**src/rtl/legv8_ctrl_pkg.sv**
```systemverilog
// Shared encodings for the multicycle LEGv8 main control FSM: states, opcodes,
// datapath select codes and opcode classes.
package legv8_ctrl_pkg;

  typedef enum logic [3:0] {
    S_FETCH    = 4'd0,
    S_DECODE   = 4'd1,
    S_MEM_ADDR = 4'd2,
    S_MEM_RD   = 4'd3,
    S_LD_WB    = 4'd4,
    S_MEM_WR   = 4'd5,
    S_R_EXEC   = 4'd6,
    S_R_WB     = 4'd7,
    S_CBZ_EX   = 4'd8,
    S_B_EX     = 4'd9,
    S_TRAP     = 4'd10
  } state_t;

  localparam logic [10:0] OP_ADD  = 11'b10001011000;
  localparam logic [10:0] OP_SUB  = 11'b11001011000;
  localparam logic [10:0] OP_AND  = 11'b10001010000;
  localparam logic [10:0] OP_ORR  = 11'b10101010000;
  localparam logic [10:0] OP_LDUR = 11'b11111000010;
  localparam logic [10:0] OP_STUR = 11'b11111000000;

  // CBZ matches on opcode[10:3], B on opcode[10:5]
  localparam logic [7:0] CBZ_PREFIX = 8'b10110100;
  localparam logic [5:0] B_PREFIX   = 6'b000101;

  localparam logic [1:0] ALUOP_ADD   = 2'b00;
  localparam logic [1:0] ALUOP_PASSB = 2'b01;
  localparam logic [1:0] ALUOP_FUNCT = 2'b10;

  localparam logic [1:0] SRCB_REG  = 2'b00;
  localparam logic [1:0] SRCB_FOUR = 2'b01;
  localparam logic [1:0] SRCB_IMM  = 2'b10;
  localparam logic [1:0] SRCB_BR   = 2'b11;

  localparam logic [1:0] PCSRC_ALU    = 2'b00;
  localparam logic [1:0] PCSRC_ALUOUT = 2'b01;
  localparam logic [1:0] PCSRC_BTGT   = 2'b10;

  typedef enum logic [2:0] {
    CLS_R   = 3'd0,
    CLS_LD  = 3'd1,
    CLS_ST  = 3'd2,
    CLS_CBZ = 3'd3,
    CLS_B   = 3'd4,
    CLS_ILL = 3'd5
  } op_class_t;

endpackage

```
**src/rtl/legv8_op_classify.sv**
```systemverilog
// Combinational IR[31:21] to instruction-class decoder; feeds both the
// DECODE/MEM_ADDR branching and the reg2loc select.
module legv8_op_classify
  import legv8_ctrl_pkg::*;
(
  input  logic [10:0] opcode,
  output logic [2:0]  op_class
);

  always_comb begin
    op_class = CLS_ILL;
    if (opcode == OP_ADD || opcode == OP_SUB || opcode == OP_AND || opcode == OP_ORR)
      op_class = CLS_R;
    else if (opcode == OP_LDUR)
      op_class = CLS_LD;
    else if (opcode == OP_STUR)
      op_class = CLS_ST;
    else if (opcode[10:3] == CBZ_PREFIX)
      op_class = CLS_CBZ;
    else if (opcode[10:5] == B_PREFIX)
      op_class = CLS_B;
  end

endmodule

```
**config.mk**
```make
export PLATFORM = sky130hd
export DESIGN_NAME = legv8_op_classify
export DESIGN_NICKNAME = d
export VERILOG_FILES = /design/src/rtl/legv8_ctrl_pkg.sv /design/src/rtl/legv8_op_classify.sv
export SDC_FILE = /design/constraint.sdc
export NUM_CORES = 1
export LEC_CHECK = 0
export ABC_AREA = 1
export ABC_CLOCK_PERIOD_IN_PS = 1000
export BUFFER_PORTS_ARGS = -buffer_cell sky130_fd_sc_hd__buf_2
export CAP_MARGIN = 20
export CORE_AREA = 10 10 47 49
export DETAILED_ROUTE_END_ITERATION = 12
export DIE_AREA = 0 0 57 59
export PLACE_DENSITY = 0.42
export SLEW_MARGIN = 25
export SYNTH_ARGS = -nofsm -noshare
export SYNTH_HDL_FRONTEND = slang
export SYNTH_SLANG_ARGS = --single-unit
export TNS_END_PERCENT = 5
```
**constraint.sdc**
```tcl
create_clock -name vclk -period 1
set_input_delay 0.1 -clock vclk [all_inputs]
set_output_delay 0.1 -clock vclk [all_outputs]
set_load 0.005 [all_outputs]
```
==> impl_metrics.csv <==
group,metric,value,unit
outcome,status,"finished, final reports clean",
logic_synthesis,yosysSeqAreaShare,0,
die,rows,14,
global_routing,grt_pass1_wl,1007,um
global_routing,grt_pass1_vias,265,
drt,wire_per_inst,8.386,um
clock_tree,holdBufCountCts,0,
pwr,switching_power,36.74,uW
drt,routed_wl,587,um
drt,first_iter_violations,2,
pwr,p_sw_frac,0.5603,
pwr,clockPowerShare,0,
logic_synthesis,avgSynthCellArea,4.473,um2
drt,avgViaCountPerCell,3.643,
timing,finalCriticalPeriod,0.9313,ns
setup_path,crit_start,"opcode[3]",
setup_path,critPathKind,"primary input to output port",
pwr,power_leakage,0.0001745,uW
die,initial_core_util,0.1277,
timing,post-route-period-util,0.9313,
die,dieArea,3363,um2
timing,fmax,1074,MHz
timing,setup_viol,0,
logic_synthesis,synth_area,178.9,um2
setup_path,endpoint_kind,"output port",
logic_synthesis,yosysTopAreaCellShare,0.2098,
drt,met2WireLength,288,um
logic_synthesis,yosysWarnings,0,
setup_path,critical_path_peak_fanout,3,
placement,hpwl,556.4,um
logic_synthesis,syn_inst,40,
drt,vias,255,
final_layout,fin_nets,67,
drt,dr.pass1.iters,2,
timing,rsz0062_at_grt,"no",
clock_tree,postCtsSetupBuffers,0,
die,core,1401,um2
timing,maxSlewHeadroom,0.9026,
placement,place_congestion,0.6773,
setup_path,critPathRequiredTime,0.90,ns
global_routing,grt_max_degree,5,
pwr,seqPwrFrac,0,
final_layout,fin_util,0.1938,
timing,finalWorstSetupSlack,0.06867,ns
final_layout,drive_gt1_frac,0.3519,
logic_synthesis,yosysUniqueCellTypes,10,
final_layout,n_antenna_cell,0,
run,drv_cap,0,
die,fp.dieW,57,um
drt,met3_wirelength,52,um
timing,whs,0.6061,ns
pwr,p_int,28.83,uW
die,ioPinCount,14,
final_layout,clockBufferCount,0,
final_layout,regArea,0,um2
timing,hold_viol_final,0,
setup_path,cp.arrival,0.83,ns
global_routing,antenna_found_initial,0,
worst_hold_path,hp-start,"opcode[6]",
placement,port_buffers,14,
setup_path,critPathLaunchType,"primary input",
drt,drc,0,
timing,tightestPinTransition,0.1450,ns
timing,timing.final.max_slew_violations,0,
drt,highest_layer,"met3",
die,die_h,59,um
pwr,vdd_drop_max,0.00006684,V
placement,place_ws,0.05962,ns
drt,met1_length,246,um
final_layout,area_delta_synth_final,51.75,%
global_routing,track_usage,0.03361,
worst_hold_path,hp-class,"primary input to output port",
worst_hold_path,hold_depth,5,
logic_synthesis,synth.largest_area_cell,"nand2_1",
pwr,combPwrFrac,1.000,
pwr,p_per_area,241.5,nW/um2
logic_synthesis,synth_fp_nets,51,
drt,antenna_left,0,
logic_synthesis,yosys-top-cells-area,"nand2_1 (21%), nor2_1 (21%), inv_1 (19%), nand3_1 (8.4%), nand4_1 (7.0%)",
timing,fin_setup_tns,0,ns
global_routing,grt.overflow.total,0,
final_layout,seq_cells,0,
-- cell usage in the layout (no fill, tap or decap), drive strengths merged --
cell type   n
nand4       2
nand3b      1
nor2       13
buf        14
nor3        1
inv         9
nand2      11
nand3       3
-- final cells by class --
type	count	area (um2)
Timing Repair Buffer	14	70.07
Inverter	9	33.78
Fill cell	182	1130
Tap cell	16	20.02
Multi-Input combinational cell	31	147.6
-- synthesized netlist by cell type (all sizes together) --
cell type and n:
nor2 13, nand3b 1, nor3 1, nand3 3
inv 9, nand2 11, nand4 2
-- final timing paths --
kind                          end
worst min-delay path  op_class[1]
worst max-delay path  op_class[2]
-- through the flow --
step / total power, uW / cell area [um2] / std cells
3_5_place_dp: 65.92 / 269.0 / 70
5_1_grt: 76.12 / 271.5 / 70
6_report: 65.57 / 271.5 / 70
4_1_cts: 66.12 / 269.0 / 70
2_1_floorplan: 28.80 / 178.9 / 40
3_3_place_gp: 65.03 / 269.0 / 70
-- timing repair --
item / in CTS / in global routing
setup endpoints to repair: 0 / 2
endpoints found under the hold margin: 0 / 0
resized for setup: 0 / 1
-- worst max-delay path, cell delays in order --
cell and delay [ns]:
buf_2 0.12, nor2_2 0.14, nand2_1 0.06, nand3b_1 0.18
nand2_2 0.09, nor2_2 0.04, buf_2 0.11
-- layer usage --
layer / vias up / global-route usage
met5: - / 0
met4: 0 / 0
met3: 0 / 0.01073
met2: 7 / 0.06202
met1: 100 / 0.03887
li1: 148 / -
-- cell families after synthesis --
family / after synthesis / share of synthesized area
buf+inv: 9 / 0.1888
simple gates: 31 / 0.8112
-- power by group through the flow --
stage | clock (uW) | combinational (uW) | sequential, uW
after floorplan | 0 | 28.8 | 0
after global placement | 0 | 65.0 | 0
after detailed placement | 0 | 65.9 | 0
after CTS | 0 | 66.1 | 0
after global routing | 0 | 76.1 | 0
final | 0 | 65.6 | 0
No activity file was read; power rests on OpenSTA's default activity.
